File: config.mk
export PLATFORM = sky130hd
export DESIGN_NAME = fgcg_sink
export DESIGN_NICKNAME = d
export VERILOG_FILES = /design/src/rtl/fgcg_sink.sv
export SDC_FILE = /design/constraint.sdc
export NUM_CORES = 1
export LEC_CHECK = 0
export CORE_MARGIN = 4
export CORE_UTILIZATION = 30
export DETAILED_ROUTE_END_ITERATION = 16
export PLACE_DENSITY = 0.56
export SETUP_SLACK_MARGIN = 0.02
export SYNTH_ARGS = -nofsm -noshare
export SYNTH_HDL_FRONTEND = slang
export SYNTH_SLANG_ARGS = --single-unit
File: constraint.sdc
create_clock -name clk -period 8 [get_ports clk]
set_input_delay 1.2 -clock clk [delete_from_list [all_inputs] [get_ports clk]]
set_output_delay 1.2 -clock clk [all_outputs]
set_load 0.05 [all_outputs]
File: src/rtl/fgcg_sink.sv
// Tail-end receiver for a fine-grained clock-gated pipeline: captures advanced beats
// into a small FIFO, serves a valid/ready consumer and raises back-pressure early.
module fgcg_sink #(
  parameter int DATA_W       = 8,
  parameter int DEPTH        = 4,
  parameter int STALL_MARGIN = 1
) (
  input  logic                     clk,
  input  logic                     rstb,
  input  logic                     valid_in,
  input  logic                     clk_en_in,
  input  logic [DATA_W-1:0]        data_in,
  output logic                     stall_out,
  output logic                     out_valid,
  input  logic                     out_ready,
  output logic [DATA_W-1:0]        out_data,
  output logic [$clog2(DEPTH):0]   count,
  output logic                     overflow,
  output logic [15:0]              beat_cnt
);

  localparam int PTR_W = $clog2(DEPTH);
  localparam int CNT_W = PTR_W + 1;

  logic [DATA_W-1:0] mem [DEPTH];
  logic [PTR_W-1:0]  wp;
  logic [PTR_W-1:0]  rp;
  logic              arr;
  logic              pop;
  logic              push;
  logic              full;

  function automatic logic [CNT_W-1:0] next_count(input logic [CNT_W-1:0] c,
                                                  input logic            do_push,
                                                  input logic            do_pop);
    logic [CNT_W-1:0] n;
    n = c;
    if (do_push && !do_pop)
      n = c + CNT_W'(1);
    else if (do_pop && !do_push)
      n = c - CNT_W'(1);
    return n;
  endfunction

  // A held beat (valid without enable) or a bubble (enable without valid) is not new data.
  assign arr  = valid_in & clk_en_in;
  assign full = (count == CNT_W'(DEPTH));
  assign pop  = out_valid & out_ready;
  assign push = arr & (~full | pop);

  assign out_valid = (count != '0);
  assign out_data  = mem[rp];
  // Driven from registered count only, so upstream controllers see a clean level.
  assign stall_out = ((CNT_W'(DEPTH) - count) <= CNT_W'(STALL_MARGIN));

  always_ff @(posedge clk) begin
    if (rstb) begin
      count    <= '0;
      wp       <= '0;
      rp       <= '0;
      overflow <= 1'b0;
      beat_cnt <= '0;
    end else begin
      if (push) begin
        wp       <= wp + PTR_W'(1);
        beat_cnt <= beat_cnt + 16'd1;
      end
      if (pop)
        rp <= rp + PTR_W'(1);
      count <= next_count(count, push, pop);
      if (arr && !push)
        overflow <= 1'b1;
    end
  end

  // Payload storage carries no reset; only the pointers define what is live.
  always_ff @(posedge clk) begin
    if (push && !rstb)
      mem[wp] <= data_in;
  end

endmodule

Word-level counts from Yosys, hierarchy flattened:

Memories as Yosys holds them, arrays and structs flattened. A register that Yosys moved wholly into a read port is not among the register bits.
Cells that the tools add are included.

* add/subtract/negate cells: 6
* magnitude comparators: 1
* eq/ne operators: 1
* multiplexer cells: 6
* bitwise logic cells: 5
* reductions and logical operators: 9

Operators with widths (number)
* $add 16x1->16 const B: 1
* $mux 3: 2
* $add 2x1->2 const B: 2
* $logic_and 1x1->1: 4
* $mux 2: 2
* $add 3x1->3 const B: 1
* $and 1x1->1: 3
* $eq 3x3->1 const B: 1
* $le 3x1->1 const B: 1
* $logic_not 1->1: 3
* $reduce_bool 3->1: 1
* $sub 3x1->3 const B: 1
* $sub 3x3->3 const A: 1
* $mux 1: 2
* $reduce_bool 2->1: 1
* $not 1->1: 1
* $or 1x1->1: 1

* flip-flop bits (word level): 24
* bits in writable memories: 32
* input port bits: 13
* output and inout port bits: 30
* logic and storage cells: 34
* memories kept: 1

Memory list
* mem: words 4, bits a word 8, read ports 1, clocked after Yosys merged registers in 1, write ports 1, RTL line 25 `logic [DATA_W-1:0] mem [DEPTH];`

Longest topological paths before layout:

Gate-level depths: netlist of the first run.

* depth in word-level cells: 8
* mapped depth: 12
* gate-level depth less buffers: 11

Least setup slack after synthesis of the first run:

Ideal clock, no wire load.

* kind: register to register
* start point: register count[0]
* end point: register count[2]
* setup time: 0.070 ns
* data arrival time: 3.077 ns
* data required time: 7.930 ns
* path slack: 4.853 ns
* stages on the path, launching flop included: 13
* path buffers: 1
* period minus slack after synthesis: 3.147 ns
* path through: dfxtp_1 > inv_1 > ha_1 > ha_1 > nand2b_1 > buf_4 > a21oi_2 > ha_1 > inv_1 > fa_1 > xor2_1 > or3_1 > a21oi_1

* cells in the longest elaborated chain, start to end: 7
* elaborated cells on any way between the ends: 15
* classes of those cells: 2 x add/sub; 1 x eq/ne; 2 x mux; 4 x bitwise; 6 x reduce/logical

RTL lines
* from (decl): RTL line 17 `output logic [$clog2(DEPTH):0] count,`
* from (signal assigned): RTL line 70 `count <= next_count(count, push, pop);`
* $reduce_bool 3->1 / $eq 3x3->1 (equally long branches): RTL line 51, 47
* $and 1x1->1 / $not 1->1 (equally long branches): RTL line 48, 49
* $or 1x1->1: RTL line 49 `assign push = arr & (~full | pop);`
* $and 1x1->1: RTL line 49
* $logic_not 1->1: RTL line 40 `else if (do_pop && !do_push)`
* $logic_and 1x1->1: RTL line 40
* $reduce_bool 2->1 (no source line)

Parallel ways exist; a longest one is shown, timed or not. The select of a mux whose other input is x is not followed.
A chain may end at the register's enable or synchronous reset.

==> results of run 1 <==
==> cell usage in the layout, fill, tap and decap left out, types with 2 or more instances in the layout <==
cell type         n
clkbuf_8          9
dfxtp_1          26
xor2_1            4
a211oi_1          5
xnor2_1           7
inv_1            11
a21oi_1           9
nand2_1           2
clkdlybuf4s50_1  42
clkbuf_1          2
or4_1             2
mux4_2            8
ha_1             10
and2_1            4
nor2_1           16
edfxtp_1         32
o21ai_0           6
nand3_1           7
bufinv_16         3
o31ai_1           2
nand4_1           3
mux2i_1           3
or3_1             6
==> stage by stage <==
stage                     utilization, %  total power, µW  cell area [µm²]
after floorplan                        -            599.6             2462
after global placement             37.96            686.4             2979
after detailed placement           37.96            691.7             2979
after CTS                          40.94             1015             3213
after global routing               40.94             1052             3213
final                              40.94            999.7             3213
==> metal layers <==
layer	GRT usage (%)	up-vias
met5	0	-
met4	3.782	0
met3	4.105	7
met2	16.48	37
met1	12.71	726
li1	-	780
==> worst paths after layout <==
path | end | slack [ns] | depth (start not counted)
worst min register to register | beat_cnt[15]$_SDFFE_PP0N_ | 0.48 | 2
worst max-delay path | out_data[7] | 4.47 | 2
worst min-delay path | beat_cnt[15]$_SDFFE_PP0N_ | 0.48 | 2
worst max register to register | count[2]$_SDFFE_PP0P_ | 4.84 | 11
==> sequential cells by signal, summed over array words and instances, names as in the netlist, named ones only <==
| register | count |
|---|---|
| wp | 2 |
| rp | 2 |
| overflow | 1 |
| count | 3 |
| mem | 32 |
| beat_cnt | 16 |
==> power breakdown <==
part | leakage, µW | switching [µW] | internal [µW] | total (µW)
clock network | 0.000114 | 112 | 207 | 319
registers | 0.000500 | 31.2 | 334 | 366
logic | 0.000434 | 193 | 122 | 315
==> worst max-delay path: stages (launching register included) <==
cell and delay, ns:
dfxtp_1 0.69, mux4_2 0.59, clkdlybuf4s50_1 0.72
==> layout make-up <==
class,instances,area share [%]
multi-input cells,110,28.27
inverters,11,1.285
well taps,102,3.972
clock inverters,5,3.193
flip-flops and latches,58,46.11
clock buffers,11,4.089
repair buffers,42,13.08
==> cells by family after synthesis <==
family | Yosys count | share of synthesized area [%]
buffers and inverters | 18 | 2.947
multiplexers | 11 | 8.537
AND/OR/NAND/NOR | 47 | 10.11
XOR/XNOR | 11 | 3.913
AO/OA/AOI/OAI | 30 | 8.435
adder cells (fa/ha/maj) | 11 | 5.894
flip-flops | 58 | 60.16
==> metrics.txt, run 1 <==
status=finished, final reports clean; share of layout cells above drive strength 1=11.81%; Final GP Congestion=between 0.6 and 0.7; max-cap violation count=0; leading area contributor after synthesis=edfxtp_1; synthesized net count=210; multi-input logic area=just over 900 µm²; Seq/Total Area, Yosys=between 60% and 70%; worst hold margin=0.4840 ns; Skew-Pair Late Insertion Delay=around 0.33 ns; Core Rows=32; wire length on met1=about 2300 µm; 1st-pass router iterations=4; Slew Limit Fails=0; Main synth FF type=edfxtp_1; vias in the first global route=1634; Startpoint Class=flop; top-count cell post-synth=edfxtp_1; CTS tree=yes; H-tree Lvls=3; routed wl met2=approximately 2200 µm; flip-flop and latch count after synthesis=58; Cell Pwr Density=around 310 nW/µm²; Synth Area per Inst=13.24 µm²; Hold-fix buffers, CTS=0; number of synthesized flops with an enable pin=32; postcts setup bufs=0; Worst VDD drop=about 190 µV; highest routed metal layer=met4; Worst Hold Launch=beat_cnt[15]$_SDFFE_PP0N_; Worst Tran Pin Value=slightly above 0.9 ns; WL met3=236 µm; largest cells by area after synthesis=edfxtp_1 39%, dfxtp_1 21%, mux4_2 7.3%, ha_1 5.1%, xnor2_1 2.5%; Layout Cells excl Fill=about 340; Pleak=roughly 0.0010 µW; core box area=~7800 µm²; RSZ-0062 raised after global routing=false; Post-Place Worst Slack=4.145 ns; Mapped Area=around 2500 µm²; CP Capture Type=primary output; Reg clk slew, reported paths=0.07 ns; Worst Hold Class=reg -> reg; vias per inst=~4.6; setup TNS=0 ns; Initial DRC Count=35; initial core utilization=a little under a third; Max clock buf depth=2; DRC viols=0; Critical Path AT=~2.3 ns; CP required=around 7 ns; fin crit period=~3.5 ns; Seq. cell area=about 1500 µm²; clock skew=roughly 0.0064 ns; Max Clk Rate=0.2835 GHz; Final WS setup=4.473 ns; die width=~99 µm; first-pass GRT wire length=roughly 8000 µm; DR vias=about 1600; Final setup violation count=0; Syn-to-layout area delta=30.49%; Final ANT Viol Nets=0; Unique masters post-synth=39; Slew HR=between 30 and 40%; initial antenna violation count=0; most frequent cells after synthesis=32 x edfxtp_1, 26 x dfxtp_1, 16 x nor2_1, 11 x inv_1, 10 x ha_1; post-synthesis async set-or-reset flop share=0%; wire per inst=14.19 µm; Tcrit/Tclk final=approximately 44%; largest net degree at the start of global routing=27; GRT Total Usage=about a tenth; CTS resizes=0; gr ovfl total=0; dpl cells=about 320; Yosys warning total=0; largest fanout on the critical path=8; Die Ht=between 90 and 100 µm; DPL Wire Length=around 3200 µm; Fill cells=between 700 and 800; Post-Synthesis Cells=~190; Buffers on Ports=42; WS Path Type=reg -> out; Nets=approximately 260; Clk Tree Root Cell=clkbuf_8; CTS buffer count=9; reg-to-reg startpoint=count[0]$_SDFFE_PP0P_; Post-Route WL=around 4800 µm; Top Ports=43; top-area cell type share of the netlist area=about two fifths; final hold vios=0; clock sink count=58; Die ar.=about 9700 µm²; # diodes=0
No activity file was read; power rests on OpenSTA's default activity.
==> inputs of run 2 (changes only) <==
Clock period 8 ns to 3.45 ns, I/O delays scaled along.
==> run 2 against run 1 <==
Compared with the run above:
- critical path depth unchanged
- via count increased by 2.1%
- combinational power up 140%
- final cell count up 0.88%
- register-to-register slack got worse by 4.0 ns
- worst hold slack better by 0.0044 ns
- largest cell class unchanged
==> metrics.txt, run 2 (synthesis gave the netlist of run 1 again) <==
status=finished, final reports clean; vias in the first global route=1593 (-2.5%); fin crit period=2.815 ns; WP buf/inv=1 (unchanged); clock skew=0.009927 ns (+0.003556 ns); highest routed metal layer=met4; clock sink count=58 (unchanged); Layout Cells excl Fill=342 (+0.88%); Top Ports=43 (unchanged); final hold vios=0 (unchanged); Worst path top cell family by delay=buffers and inverters; Critical Path AT=2.30 ns (-0.03 ns); Slew HR=63.70% (+24 points); routed wl met2=2207 µm (-1.2%); Slew Limit Fails=0 (unchanged); commonest non-fill, non-tap cell in the layout=clkdlybuf4s50_1; wire length on met1=2246 µm (-1.5%); Final ANT Viol Nets=0 (unchanged); # diodes=0 (unchanged); Worst Hold Class=reg -> reg; DR vias=1582 (+2.1%); Worst path max stage delay=0.72 ns (about the same); H-tree Lvls=3 (unchanged); Initial DRC Count=41 (+17%); RSZ-0062 raised after global routing=false; CP required=2.93 ns (-3.87 ns); Post-Route WL=4796 µm (-0.29%); vias per inst=4.626 (+1.2%); DRC viols=0 (unchanged); Startpoint Class=flop; initial antenna violation count=0 (unchanged); GRT Total Usage=10.34% (about the same); Max Clk Rate=between 0.3 and 0.4 GHz; max-cap violation count=0 (unchanged); reg-to-reg startpoint=count[0]$_SDFFE_PP0P_; multi-input logic area=908.4 µm² (unchanged); Pleak=0.001051 µW (+0.40%); Hold-fix buffers, CTS=0 (unchanged); CTS tree=yes; Worst Tran Pin Value=0.5438 ns (-0.3608 ns); DPL Wire Length=3174 µm (-2.2%); Clk Tree Root Cell=clkbuf_8; setup TNS=0 ns (unchanged); Die Ht=98.60 µm (unchanged); largest reg by FF count=mem; max reg flops=32 (unchanged); Seq. cell area=1481 µm² (unchanged); Final GP Congestion=0.7613 (+9.1%); Fill cells=774 (+1.4%); crit-path cells=mux4_2 -> clkdlybuf4s50_1; Worst Hold Launch=overflow$_SDFFE_PP0P_; Nets=259 (+1.2%); Max clock buf depth=2 (unchanged); largest fanout on the critical path=8 (unchanged); Skew-Pair Late Insertion Delay=0.33 ns (about the same); dpl cells=326 (+0.93%); die width=98.60 µm (unchanged); share of layout cells above drive strength 1=13.33% (+1.5 points); biggest regs=mem x32, beat_cnt x16, count x3; wire per inst=14.02 µm (-1.2%); design area=3218 µm² (+0.16%); Final setup violation count=0 (unchanged); Cell Pwr Density=705.6 nW/µm² (+130%); initial core utilization=31.38% (unchanged); CTS buffer count=9 (unchanged); Die ar.=9721 µm² (unchanged); overall power=2271 µW (+130%); Worst VDD drop=511.8 µV (+170%); Syn-to-layout area delta=30.69%; CTS resizes=0 (unchanged); crit path max-delay cell type=clkdlybuf4s50_1; Buffers on Ports=42 (unchanged); Tcrit/Tclk final=between 80% and 90%; Core Rows=32 (unchanged); CP Capture Type=primary output; largest net degree at the start of global routing=27 (unchanged); gr ovfl total=0 (unchanged); 1st-pass router iterations=4 (unchanged); most frequent cells in the layout=42 x clkdlybuf4s50_1, 32 x edfxtp_1, 26 x dfxtp_1; core box area=7848 µm² (unchanged); postcts setup bufs=0 (unchanged); Placed Area=3002 µm² (+0.76%); Reg clk slew, reported paths=0.07 ns (about the same); WS Path Type=reg -> out; WL met3=284 µm (+20%); first-pass GRT wire length=7914 µm (+0.79%)
==> run 2: cell count changes in the layout (fill, tap and decap cells not counted) <==
cell | before | now
inv_6 | 0 | 1
bufinv_16 | 3 | 2
buf_4 | 0 | 3
clkinvlp_4 | 1 | 2
clkinv_1 | 0 | 1
clkbuf_1 | 2 | 0
==> run 2: power by group <==
part	total [µW]	switching [µW]	internal [µW]
sequential	844	69.0	775
combinational	749	453	296
clock	677	273	405
==> run 2: per-stage QoR <==
stage          setup WS (ns)  utilization, %  hold WS [ns]
3_5_place_dp          0.7999           38.25        0.4709
3_3_place_gp          0.8708           38.25        0.4803
5_1_grt               0.4812           41.01        0.5270
4_1_cts               0.5691           41.01        0.4985
6_report              0.6347           41.01        0.4884
2_1_floorplan         0.3031               -        0.4847
==> run 2: worst min-delay path, stage by stage, from the launching register on <==
cell,delay [ns]
dfxtp_1,0.33
a41oi_1,0.05
nor2_1,0.07
==> run 2: worst paths after layout <==
| check | to | slack [ns] | cells after the start |
|---|---|---|---|
| max | out_data[0] | 0.63 | 2 |
| min | overflow$_SDFFE_PP0P_ | 0.49 | 2 |
| max reg2reg | count[2]$_SDFFE_PP0P_ | 0.84 | 11 |
| min reg2reg | overflow$_SDFFE_PP0P_ | 0.49 | 2 |
==> run 2: routing by layer <==
layer  vias up  GRT usage, %
li1        785             -
met1       749         12.67
met2        41         16.07
met3         7         4.954
met4         0         3.361
met5         -             0
==> run 2: cell type report <==
class,instances,share of cell area [%]
clock buffers,9,3.849
clock inverters,7,2.877
inverters,11,1.283
multi-input cells,110,28.23
flip-flops and latches,58,46.03
well taps,102,3.966
repair buffers,45,13.76
==> inputs of run 3 (changes only) <==
Clock period 3.45 ns to 2.63 ns, I/O delays scaled along.
==> run 3 against run 2 <==
Compared with the run above:
- worst setup slack worse by 0.50 ns
- final cell count up 2.0%
- clock power up 27%
- sequential cell count unchanged
- routed wire length down 0.33%
- power up 33%
- clock-buffer cell count up 1
- non-clock buffer count up 7
==> metrics.txt, run 3 (synthesis gave the netlist of run 1 again) <==
status=finished, final reports clean; initial antenna violation count=0 (unchanged); initial core utilization=31.38% (unchanged); Placed Area=3085 µm² (+2.8%); switching part of the total=34.30% (-0.69 points); Startpoint Class=flop; Hold-fix buffers, CTS=0 (unchanged); Final setup violation count=0 (unchanged); Clk pwr share=28.6% (-1.2 points); Final GP Congestion=0.7618 (about the same); share of layout cells above drive strength 1=18.62% (+5.3 points); overall power=3015 µW (+33%); postcts setup bufs=0 (unchanged); GRT Total Usage=10.36% (+0.022 points); Slew HR=65.54% (+1.8 points); Post-Route WL=4780 µm (-0.33%); Combinational Power Share=35.1% (+2.1 points); core box area=7848 µm² (unchanged); largest net degree at the start of global routing=26 (-3.7%); WS Path Type=reg -> out; Slew Limit Fails=0 (unchanged); reg-to-reg slack, setup=0.28 ns (-0.56 ns); Top Ports=43 (unchanged); vias in the first global route=1665 (+4.5%); CTS tree=yes; most frequent cells in the layout=42 x clkdlybuf4s50_1, 32 x edfxtp_1, 23 x dfxtp_1; Skew-Pair Late Insertion Delay=0.33 ns (about the same); Max clock buf depth=2 (unchanged); Worst Hold Class=reg -> reg; Worst VDD drop=684.4 µV (+34%); Endpoint, Worst Hold=beat_cnt[15]$_SDFFE_PP0N_; r2r endpoint=count[2]$_SDFFE_PP0P_; final hold vios=0 (unchanged); Reg clk slew, reported paths=0.06 ns (about the same); largest reg by FF count=mem; fin crit period=about 2.5 ns; reg-to-reg startpoint=count[0]$_SDFFE_PP0P_; Die Ht=98.60 µm (unchanged); CP Capture Type=primary output; Worst Hold Launch=beat_cnt[15]$_SDFFE_PP0N_; Seq pwr share=36.3% (-0.9 points); first-pass GRT wire length=7962 µm (+0.61%); # diodes=0 (unchanged); Clk Tree Root Cell=clkbuf_8; 1st-pass router iterations=4 (unchanged); DPL Wire Length=3249 µm (+2.4%); clock skew=0.003610 ns (-0.006317 ns); CP required=2.24 ns (-0.69 ns); Nets=266 (+2.7%); commonest non-fill, non-tap cell in the layout=clkdlybuf4s50_1; Tcrit/Tclk final=between 90% and 100%; Die ar.=9721 µm² (unchanged); CTS resizes=0 (unchanged); biggest regs=mem x32, beat_cnt x16, count x3; Final ANT Viol Nets=0 (unchanged); Max Clk Rate=around 0.40 GHz; design area=3294 µm² (+2.4%); H-tree Lvls=3 (unchanged); Syn-to-layout area delta=33.79%; worst hold margin=0.4911 ns (+0.002681 ns); Initial DRC Count=44 (+7.3%); setup TNS=0 ns (unchanged); Pleak=0.001095 µW (+4.2%); Cell Pwr Density=915.2 nW/µm² (+30%); CTS buffer count=9 (unchanged); DR vias=1631 (+3.1%); max reg flops=32 (unchanged); largest fanout on the critical path=6 (-2); NetSw=1034 µW (+30%); wire per inst=13.70 µm (-2.3%); DRC viols=0 (unchanged); Critical Path AT=2.10 ns (-0.20 ns); Worst Hold Depth=2 (unchanged); max-cap violation count=0 (unchanged); Worst Tran Pin Value=0.5152 ns (-0.02855 ns); vias per inst=4.673 (+1.0%); RSZ-0062 raised after global routing=false; clock sink count=58 (unchanged); die width=98.60 µm (unchanged); cells on worst reg2reg path=11 (unchanged); Buffers on Ports=42 (unchanged); Internal Power=1981 µW (+34%); gr ovfl total=0 (unchanged); Core Rows=32 (unchanged)
==> run 3: cell count changes in the layout (fill, tap and decap cells not counted), moves of 2 or more <==
cell,previous run,this run
dfxtp_4,0,2
buf_4,3,10
ha_1,10,8
ha_2,0,2
dfxtp_1,26,23
==> run 3: how the worst max path moves through the flow <==
stage	start	to	slack [ns]	depth (start not counted)
after floorplan	count[0]$_SDFFE_PP0P_	count[2]$_SDFFE_PP0P_	0.04	12
after global placement	valid_in	count[2]$_SDFFE_PP0P_	0.19	9
after detailed placement	clk_en_in	count[2]$_SDFFE_PP0P_	0.13	9
after CTS	count[0]$_SDFFE_PP0P_	stall_out	0.1	5
after global routing	count[1]$_SDFFE_PP0P_	stall_out	0.03	5
final	count[0]$_SDFFE_PP0P_	stall_out	0.13	5
==> run 3: layout make-up <==
type / count / area, µm²
clock buffers: 10 / 127.6
clock inverters: 6 / 81.33
fillers: 774 / 4553
inverters: 11 / 41.29
multi-input cells: 110 / 930.9
flip-flops and latches: 58 / 1490
well taps: 102 / 127.6
repair buffers: 52 / 495.5
==> run 3: stage by stage <==
step | util (%) | cells | setup slack, ns
2_1_floorplan | - | 186 | 0.04009
3_3_place_gp | 39.32 | 333 | 0.1875
3_5_place_dp | 39.32 | 333 | 0.1338
4_1_cts | 41.98 | 349 | 0.09837
5_1_grt | 41.98 | 349 | 0.02673
6_report | 41.98 | 349 | 0.1349
==> run 3: critical path: stages, from the launching register on <==
cell and delay, ns:
dfxtp_4 0.39, inv_2 0.04, ha_2 0.18, ha_1 0.27, o21a_1 0.11, clkdlybuf4s50_1 0.79
==> run 3: metal layers <==
metal  global-route usage [%]  routed length (µm)
met3                    3.963                 268
met2                    15.65                2178
met1                    13.38                2277
met4                    4.202                  56
met5                        0                   0
==> run 3: power by group through the flow <==
stage,Clock [µW],Combinational [µW],Sequential (µW)
2_1_floorplan,0,685,1190
3_3_place_gp,0,1060,1120
3_5_place_dp,0,1070,1110
4_1_cts,888,1070,1100
5_1_grt,936,1140,1110
6_report,862,1060,1090
